$ cat src/rtl/program_loader_if.sv
// Host byte link and RAM write port between the loader and the system top.
// The loader acts as the slave of the byte stream and drives the write bus.
interface program_loader_if #(
  parameter int ADDR_WIDTH = 9
);
  logic [7:0]            in_byte;
  logic                  in_valid;
  logic                  out_ready;
  logic [ADDR_WIDTH-1:0] out_mem_address;
  logic [31:0]           out_mem_data;
  logic                  out_mem_write;

  modport master (
    output in_byte,
    output in_valid,
    input  out_ready,
    input  out_mem_address,
    input  out_mem_data,
    input  out_mem_write
  );

  modport slave (
    input  in_byte,
    input  in_valid,
    output out_ready,
    output out_mem_address,
    output out_mem_data,
    output out_mem_write
  );
endinterface

$ cat src/rtl/program_loader.sv
// Byte-stream program loader: length header, big-endian payload words and
// an XOR checksum, written into RAM while the CPU is held in reset.
module program_loader #(
  parameter int ADDR_WIDTH = 9,
  parameter int MAX_WORDS  = 512,
  parameter int BASE_ADDR  = 0
) (
  input  logic             clk,
  input  logic             reset,
  input  logic             in_start,
  program_loader_if.slave  bus,
  output logic             out_cpu_hold,
  output logic             out_done,
  output logic             out_error
);

  localparam logic [ADDR_WIDTH-1:0] BASE = ADDR_WIDTH'(BASE_ADDR);

  typedef enum logic [2:0] {
    S_IDLE, S_LEN_HI, S_LEN_LO, S_ASM,
    S_WRITE, S_CHECK, S_DONE, S_ERROR
  } state_e;

  state_e                state_q, state_d;
  logic [ADDR_WIDTH-1:0] addr_q, addr_d;
  logic [31:0]           data_q, data_d;
  logic [15:0]           cnt_q, cnt_d;
  logic [7:0]            len_hi_q, len_hi_d;
  logic [1:0]            idx_q, idx_d;
  logic [7:0]            csum_q, csum_d;

  logic        ready;
  logic        xfer;
  logic [15:0] len;

  assign ready = (state_q == S_LEN_HI) || (state_q == S_LEN_LO) ||
                 (state_q == S_ASM)    || (state_q == S_CHECK);
  assign xfer  = bus.in_valid && ready;
  assign len   = {len_hi_q, bus.in_byte};

  always_comb begin
    state_d  = state_q;
    addr_d   = addr_q;
    data_d   = data_q;
    cnt_d    = cnt_q;
    len_hi_d = len_hi_q;
    idx_d    = idx_q;
    csum_d   = csum_q;
    unique case (state_q)
      S_IDLE: begin
        if (in_start) begin
          state_d = S_LEN_HI;
          csum_d  = '0;
          addr_d  = BASE;
          idx_d   = '0;
        end
      end
      S_LEN_HI: begin
        if (xfer) begin
          len_hi_d = bus.in_byte;
          state_d  = S_LEN_LO;
        end
      end
      S_LEN_LO: begin
        if (xfer) begin
          cnt_d = len;
          if (len == 16'd0)
            state_d = S_CHECK;
          else if (len > 16'(MAX_WORDS))
            state_d = S_ERROR;
          else
            state_d = S_ASM;
        end
      end
      S_ASM: begin
        if (xfer) begin
          data_d = {data_q[23:0], bus.in_byte};
          csum_d = csum_q ^ bus.in_byte;
          idx_d  = idx_q + 2'd1;
          if (idx_q == 2'd3)
            state_d = S_WRITE;
        end
      end
      S_WRITE: begin
        // address wraps freely past the top of RAM
        addr_d  = addr_q + 1'b1;
        cnt_d   = cnt_q - 16'd1;
        idx_d   = '0;
        state_d = (cnt_q == 16'd1) ? S_CHECK : S_ASM;
      end
      S_CHECK: begin
        if (xfer)
          state_d = (bus.in_byte == csum_q) ? S_DONE : S_ERROR;
      end
      S_DONE:  state_d = S_DONE;
      S_ERROR: state_d = S_ERROR;
      default: state_d = S_IDLE;
    endcase
  end

  always_ff @(posedge clk) begin
    if (reset) begin
      state_q  <= S_IDLE;
      addr_q   <= BASE;
      data_q   <= '0;
      cnt_q    <= '0;
      len_hi_q <= '0;
      idx_q    <= '0;
      csum_q   <= '0;
    end else begin
      state_q  <= state_d;
      addr_q   <= addr_d;
      data_q   <= data_d;
      cnt_q    <= cnt_d;
      len_hi_q <= len_hi_d;
      idx_q    <= idx_d;
      csum_q   <= csum_d;
    end
  end

  assign bus.out_ready       = ready;
  assign bus.out_mem_address = addr_q;
  assign bus.out_mem_data    = data_q;
  assign bus.out_mem_write   = (state_q == S_WRITE);
  assign out_cpu_hold        = (state_q != S_DONE);
  assign out_done            = (state_q == S_DONE);
  assign out_error           = (state_q == S_ERROR);

endmodule

$ cat src/flat_wrapper.sv
// flat-port wrapper written by rule: the top's interface ports become plain ports
module program_loader_flat 
#(
  parameter int ADDR_WIDTH = 9,
  parameter int MAX_WORDS  = 512,
  parameter int BASE_ADDR  = 0
)
  (clk, reset, in_start, out_cpu_hold, out_done, out_error, bus_in_byte, bus_in_valid, bus_out_ready, bus_out_mem_address, bus_out_mem_data, bus_out_mem_write);
  program_loader_if #(.ADDR_WIDTH(ADDR_WIDTH)) bus_i ();
  input  logic clk;
  input  logic reset;
  input  logic in_start;
  output logic out_cpu_hold;
  output logic out_done;
  output logic out_error;
  input wire logic [$bits(bus_i.in_byte)-1:0] bus_in_byte;
  input wire logic [$bits(bus_i.in_valid)-1:0] bus_in_valid;
  output wire logic [$bits(bus_i.out_ready)-1:0] bus_out_ready;
  output wire logic [$bits(bus_i.out_mem_address)-1:0] bus_out_mem_address;
  output wire logic [$bits(bus_i.out_mem_data)-1:0] bus_out_mem_data;
  output wire logic [$bits(bus_i.out_mem_write)-1:0] bus_out_mem_write;
  assign bus_i.in_byte = bus_in_byte;
  assign bus_i.in_valid = bus_in_valid;
  assign bus_out_ready = bus_i.out_ready;
  assign bus_out_mem_address = bus_i.out_mem_address;
  assign bus_out_mem_data = bus_i.out_mem_data;
  assign bus_out_mem_write = bus_i.out_mem_write;
  program_loader #(.ADDR_WIDTH(ADDR_WIDTH), .MAX_WORDS(MAX_WORDS), .BASE_ADDR(BASE_ADDR)) u_core (.clk(clk), .reset(reset), .in_start(in_start), .bus(bus_i), .out_cpu_hold(out_cpu_hold), .out_done(out_done), .out_error(out_error));
endmodule
$ cat config.mk
export PLATFORM = sky130hd
export DESIGN_NAME = program_loader_flat
export DESIGN_NICKNAME = d
export VERILOG_FILES = /design/src/rtl/program_loader_if.sv /design/src/rtl/program_loader.sv /design/src/flat_wrapper.sv
export SDC_FILE = /design/constraint.sdc
export NUM_CORES = 1
export LEC_CHECK = 0
export CAP_MARGIN = 5
export CORE_MARGIN = 3
export CORE_UTILIZATION = 40
export CTS_BUF_LIST = sky130_fd_sc_hd__clkbuf_16
export DETAILED_ROUTE_END_ITERATION = 8
export GPL_TIMING_DRIVEN = 0
export PLACE_DENSITY = 0.59
export SLEW_MARGIN = 5
export SYNTH_ARGS = -nofsm -noshare
export SYNTH_HDL_FRONTEND = slang
export SYNTH_SLANG_ARGS = --single-unit
$ cat constraint.sdc
create_clock -name clk -period 2.2 [get_ports clk]
set_input_delay 0.55 -clock clk [delete_from_list [all_inputs] [get_ports clk]]
set_output_delay 0.55 -clock clk [all_outputs]
set_load 0.05 [all_outputs]
==> flow_summary.ini, run 1 <==
[floorplan]
die_h_um = 100
core_area_mm2 = 0.00842
dieArea_mm2 = 0.0100
start_util_pct = 42.1
die_w_um = 100
io_pins = 58
rows = 33

[pwr]
p_sw_mw = 0.727
internal_power_mw = 2.48
p_per_area_mw_per_mm2 = 699
p_leak_nw = 1.66
p_clk_share_pct = 48.7
peakVddDrop_mv = 0.432
power_frac_comb_pct = 6.4
switching_share_pct = 22.7
seqPwrFrac_pct = 44.8

[status]
outcome = finished, final reports clean

[critical_path]
required_ns = 2.39
slowest_delay_ns = 0.55
r2r-end = u_core.cnt_q[7]
rr_startpoint = u_core.state_q[2]
worstRegToRegCells = 6
cp.depth = 6
cp_max_fo = 6
cp_common_cell = nor4_1
reg2reg_slack_ns = 0.13
cp.buffers_inverters = 1
crit_family = simple AND/OR/NAND/NOR gates
endpoint = u_core.state_q[1]
crit_path_start = bus_in_byte[4]
arrival_ns = 2.36
worstPathCellList = clkdlybuf4s50_1, nor4_1, nand3_1, or3_1, a311oi_1, nor4_1
critPathKind = in2reg
setup.worst_path.start_class = primary input
cpMaxStageDelayCell = clkdlybuf4s50_1
endpoint_kind = flop

[timing]
rsz0062_at_grt = false
tightest_slew_ns = 0.589
max_slew_margin_pct = 60.8
clock_skew_ns = 0.00693
hold_viol = 0
setup_tns_ns = 0
finalCritPeriodShare_pct = 98.6
finalWorstSetupSlack_ns = 0.0298
layout_min_cycle_time_ns = 2.17
clock.fmax_mhz = 461
drv_slew = 0
setup-violations-final = 0

[synth]
synth_fp_nets = 466
syn-cell-area_mm2 = 0.00354
yosysSeqAreaShare_pct = 44.1
ys_ff_latch = 78
synth_cell_types = 48
synth_flop_cell = dfxtp_1
synthArstFlopShare_pct = 0
avgSynthCellArea_um2 = 7.88
ys_warn_count = 0
synthCells = 450
synth_edf_count = 0

[placed_design]
dpl-instance-area_mm2 = 0.00423
dp_cells = 610
dpl.hpwl_mm = 7.39
routabilityCongestion = 0.797
pre_cts_ws_ns = -0.550
port_buffers = 55

[route]
first_pass_iters = 4
vias = 3482
drtIter0Drc = 216
avgRoutedWirePerCell_um = 16.4
drcViolationCount = 0
avgViaCountPerCell = 5.57
finalWirelength_mm = 10.3
drtAntennaViolNets = 0

[finish]
drive_gt1_share_pct = 10.2
fill_cells = 835
area_growth_pct = 29.4
fin_cells = 625
insertedDiodeCount = 0
fin_area_mm2 = 0.00459
nets = 532

[grt]
grt_first_pass_wirelength_mm = 16.7
track_usage_pct = 21.1
grt_max_degree = 14
grt_pass1_vias = 3261
antenna_found_initial = 0
grt.overflow.total = 0

[cts]
ctsHtreeMaxLevel = 3
ctsHoldBuffers = 0
clk_latency_ns = 0.33
numCtsBuffers = 9
clk_pin_slew_ns = 0.06
cts_sinks = 78
cts_root_buf = clkbuf_16
clockBufferDepth = 2
tritoncts = yes

[min_path]
holdCritPathClass = reg2reg

[flow_run]
drv_cap = 0
==> cell families after synthesis <==
kind of cell,after synthesis,share of synthesized area (%)
adder cells (fa/ha/maj),4,1.41
AO/OA/AOI/OAI,123,20.4
multiplexers,9,2.58
flip-flops,78,44.1
AND/OR/NAND/NOR,190,25.3
buffers and inverters,38,4.27
XOR/XNOR,8,1.98
==> how the worst min path moves through the flow <==
stage	startpoint	to	cells after the start
final	u_core.bus.out_mem_data[27]	u_core.bus.out_mem_data[27]	2
after global routing	u_core.bus.out_mem_data[28]	u_core.bus.out_mem_data[28]	2
after CTS	u_core.bus.out_mem_data[27]	u_core.bus.out_mem_data[27]	2
after detailed placement	u_core.bus.out_mem_data[27]	u_core.bus.out_mem_data[27]	2
after global placement	u_core.bus.out_mem_data[27]	u_core.bus.out_mem_data[27]	2
after floorplan	u_core.csum_q[7]	u_core.csum_q[7]	2
==> worst min-delay path: stages, from the launching register on <==
cell     delay (ns)
dfxtp_1        0.30
nand2_1        0.05
a21oi_1        0.05
==> sequential cells by signal (all words and copies together) (netlist names) <==
signal,flops
u_core.csum_q,8
u_core.bus.out_mem_address,9
u_core.idx_q,2
u_core.bus.out_mem_data,32
u_core.state_q,3
u_core.len_hi_q,8
u_core.cnt_q,16
==> timing repair <==
action / CTS / global route
buffers inserted: 0 / 1
resized for setup: 37 / 20
endpoints found under the setup margin: 41 / 67
pin swaps: 0 / 0
==> layout by cell type, fill, tap and decap left out, drive strengths merged, types with 8 or more instances in the layout <==
cell and instances:
nor4 11, nand3 12, nand2 76, clkbuf 32, buf 12, nor3 12, o21ai 19, nor2 45
clkdlybuf4s50 44, a21oi 65, mux2i 8, dfxtp 78, inv 8
==> through the flow <==
step | hold WS [ns] | util (%) | power [mW]
2_1_floorplan | 0.463 | - | 1.59
3_3_place_gp | 0.442 | 50.2 | 1.67
3_5_place_dp | 0.445 | 50.2 | 1.67
4_1_cts | 0.454 | 54.2 | 3.25
5_1_grt | 0.474 | 54.5 | 3.33
6_report | 0.451 | 54.5 | 3.21
==> power by group through the flow <==
stage	clock network [mW]	logic, mW	registers (mW)
final	1.56	0.206	1.44
after global routing	1.66	0.226	1.44
after CTS	1.61	0.203	1.44
after detailed placement	0	0.202	1.47
after global placement	0	0.201	1.47
after floorplan	0	0.123	1.47
==> synthesized netlist by cell type (all sizes together), types with 6 or more instances <==
master | instances | area, um2
dfxtp | 78 | 1560
nor3 | 12 | 65.1
xor2 | 7 | 61.3
or2 | 6 | 37.5
nor2 | 45 | 169
buf | 7 | 35.0
o21ai | 19 | 95.1
mux2i | 8 | 80.1
nand2 | 76 | 285
clkbuf | 23 | 86.3
or3 | 6 | 42.5
nand3 | 12 | 60.1
nor4 | 11 | 75.1
a21oi | 65 | 325
a211oi | 6 | 45.0
inv | 8 | 30.0
==> final cells by class <==
type | count | area, um2 | share of cell area (%)
multi-input combinational | 334 | 1850 | 40.3
sequential | 78 | 1560 | 34.1
timing repair buffer | 56 | 561 | 12.2
clock buffer | 9 | 225 | 4.91
buffer | 29 | 136 | 2.97
tap | 105 | 131 | 2.86
clock inverter | 6 | 87.6 | 1.91
inverter | 8 | 35.0 | 0.764
==> routing by layer <==
layer  up-vias  GRT usage [%]  share of wire [%]  wire length [um]
met5         -              0                  0                 0
met2       111           32.3                 46              4730
met4         0           7.05                1.4               139
met1      1634           29.5                 46              4760
li1       1725              -                  -                 -
met3        12           4.45                6.2               637
Note: power is estimated with default switching activity, not from simulation.
==> run 2: changes to the inputs <==
- CORE_UTILIZATION: 40 -> 50
- PLACE_DENSITY: 0.59 -> 0.72
==> run 2 against run 1 <==
Against the previous run:
- count of clock-buffer cells in the layout stayed put
- non-clock buffer count grew 3
- cell area down 0.35%
==> flow_summary.ini, run 2 (synthesized netlist as in run 1, its figures left out) <==
[critical_path]
arrival_ns = 1.60
cp_max_fo = 10
critPathKind = reg2out
required_ns = 1.65
endpoint_kind = primary output
setup.worst_path.start_class = flop

[finish]
fin_area_mm2 = 0.00457
finalCoreUtilization_pct = 66.9
layout_commonest_cell = dfxtp_1
nets = 535
largest_reg_flops = 32
insertedDiodeCount = 0
drive_gt1_share_pct = 10.1
fill_cells = 624
area_growth_pct = 28.9
layout_common_cells = dfxtp_1 (78), nand2_1 (76), a21oi_1 (65), nor2_1 (45), clkdlybuf4s50_1 (44)

[timing]
finalCritPeriodShare_pct = 97.5
max_slew_margin_pct = 55.9
clock.fmax_mhz = 466
whs_ns = 0.452
drv_slew = 0
hold_viol = 0
setup-violations-final = 0
layout_min_cycle_time_ns = 2.15
clock_skew_ns = 0.00918
setup_tns_ns = 0
finalWorstSetupSlack_ns = 0.0549
tightest_slew_ns = 0.655

[grt]
grt_max_degree = 14
grt.overflow.total = 0
grt_pass1_vias = 3245
track_usage_pct = 24.8
antenna_found_initial = 0
grt_first_pass_wirelength_mm = 16.4

[pwr]
peakVddDrop_mv = 0.388
internal_power_mw = 2.36
p_sw_mw = 0.716
p_per_area_mw_per_mm2 = 674
switching_share_pct = 23.3
p_leak_nw = 1.67
seqPwrFrac_pct = 46.7
p_clk_share_pct = 46.6
power_frac_comb_pct = 6.7

[route]
drtAntennaViolNets = 0
vias = 3566
finalWirelength_mm = 10.0
avgViaCountPerCell = 5.75
drtIter0Drc = 253
avgRoutedWirePerCell_um = 16.1
drcViolationCount = 0
first_pass_iters = 5

[floorplan]
core_area_mm2 = 0.00683
rows = 30
die_h_um = 90.2
die_w_um = 90.2
io_pins = 58
start_util_pct = 51.9
dieArea_mm2 = 0.00814

[min_path]
holdCritPathClass = reg2reg

[placed_design]
routabilityCongestion = 0.907
dpl-instance-area_mm2 = 0.00422
port_buffers = 55
dpl.hpwl_mm = 7.05
pre_cts_ws_ns = -0.529

[cts]
clk_latency_ns = 0.33
cts_sinks = 78
cts_root_buf = clkbuf_16
clockBufferDepth = 2
ctsHtreeMaxLevel = 3
tritoncts = yes
ctsHoldBuffers = 0
clk_pin_slew_ns = 0.06
numCtsBuffers = 9

[status]
outcome = finished, final reports clean

[flow_run]
drv_cap = 0
[run 2: cell types whose count changed in the layout (fill, tap and decap cells not counted), sizes merged]
cell           previous run  this run
inv                       8        10
buf                      12        13
bufinv                    2         1
clkbuf                   32        33
clkdlybuf4s18             0         1
clkinv                    2         3
clkinvlp                  2         1
[run 2: routing by layer]
layer	share of wire (%)	wire length [um]	GRT usage [%]
met2	47	4700	38.0
met3	5.6	556	5.10
met1	46	4620	34.7
met4	1.4	137	8.42
met5	0	0	0
[run 2: critical path, cell delays in order (launching register included)]
cell and delay [ns]:
dfxtp_1 0.39, clkbuf_4 0.23, clkbuf_4 0.22, and3_1 0.17, buf_2 0.26
[run 2: power by group through the flow]
stage               logic [mW]  clock network (mW)  registers [mW]
floorplan                0.123                   0            1.47
global placement         0.199                   0            1.47
detailed placement       0.203                   0            1.47
CTS                      0.204                1.45            1.44
global route             0.225                1.51            1.44
finish                   0.206                1.44            1.44
[run 2: worst paths after layout]
kind / end / depth (start not counted) / startpoint / slack [ns]
setup / recovery: out_error / 4 / u_core.state_q[1] / 0.05
hold / removal: u_core.bus.out_mem_data[27] / 2 / u_core.bus.out_mem_data[27] / 0.45
setup reg to reg: u_core.cnt_q[5] / 8 / u_core.state_q[2] / 0.32
hold reg to reg: u_core.bus.out_mem_data[27] / 2 / u_core.bus.out_mem_data[27] / 0.45
[run 2: final cells by class]
cell class                 instances  area [um2]  share of cell area [%]
timing repair buffer              58         578                    12.6
clock inverter                     7        63.8                    1.40
inverter                           8        35.0                   0.766
sequential                        78        1560                    34.2
clock buffer                       9         225                    4.93
tap                               96         120                    2.63
multi-input combinational        334        1830                    40.1
buffer                            30         153                    3.34
[run 2: metrics by stage]
stage          instances  power (mW)
3_5_place_dp         601        1.67
3_3_place_gp         601        1.67
5_1_grt              620        3.18
4_1_cts              617        3.10
2_1_floorplan        450        1.59
6_report             620        3.08
[run 2: repair_timing]
item | in CTS | in global routing
hold endpoints to repair | 0 | 0
pin swaps | 0 | 1
resized for setup | 32 | 21
setup endpoints to repair | 30 | 48
buffers inserted | 0 | 3
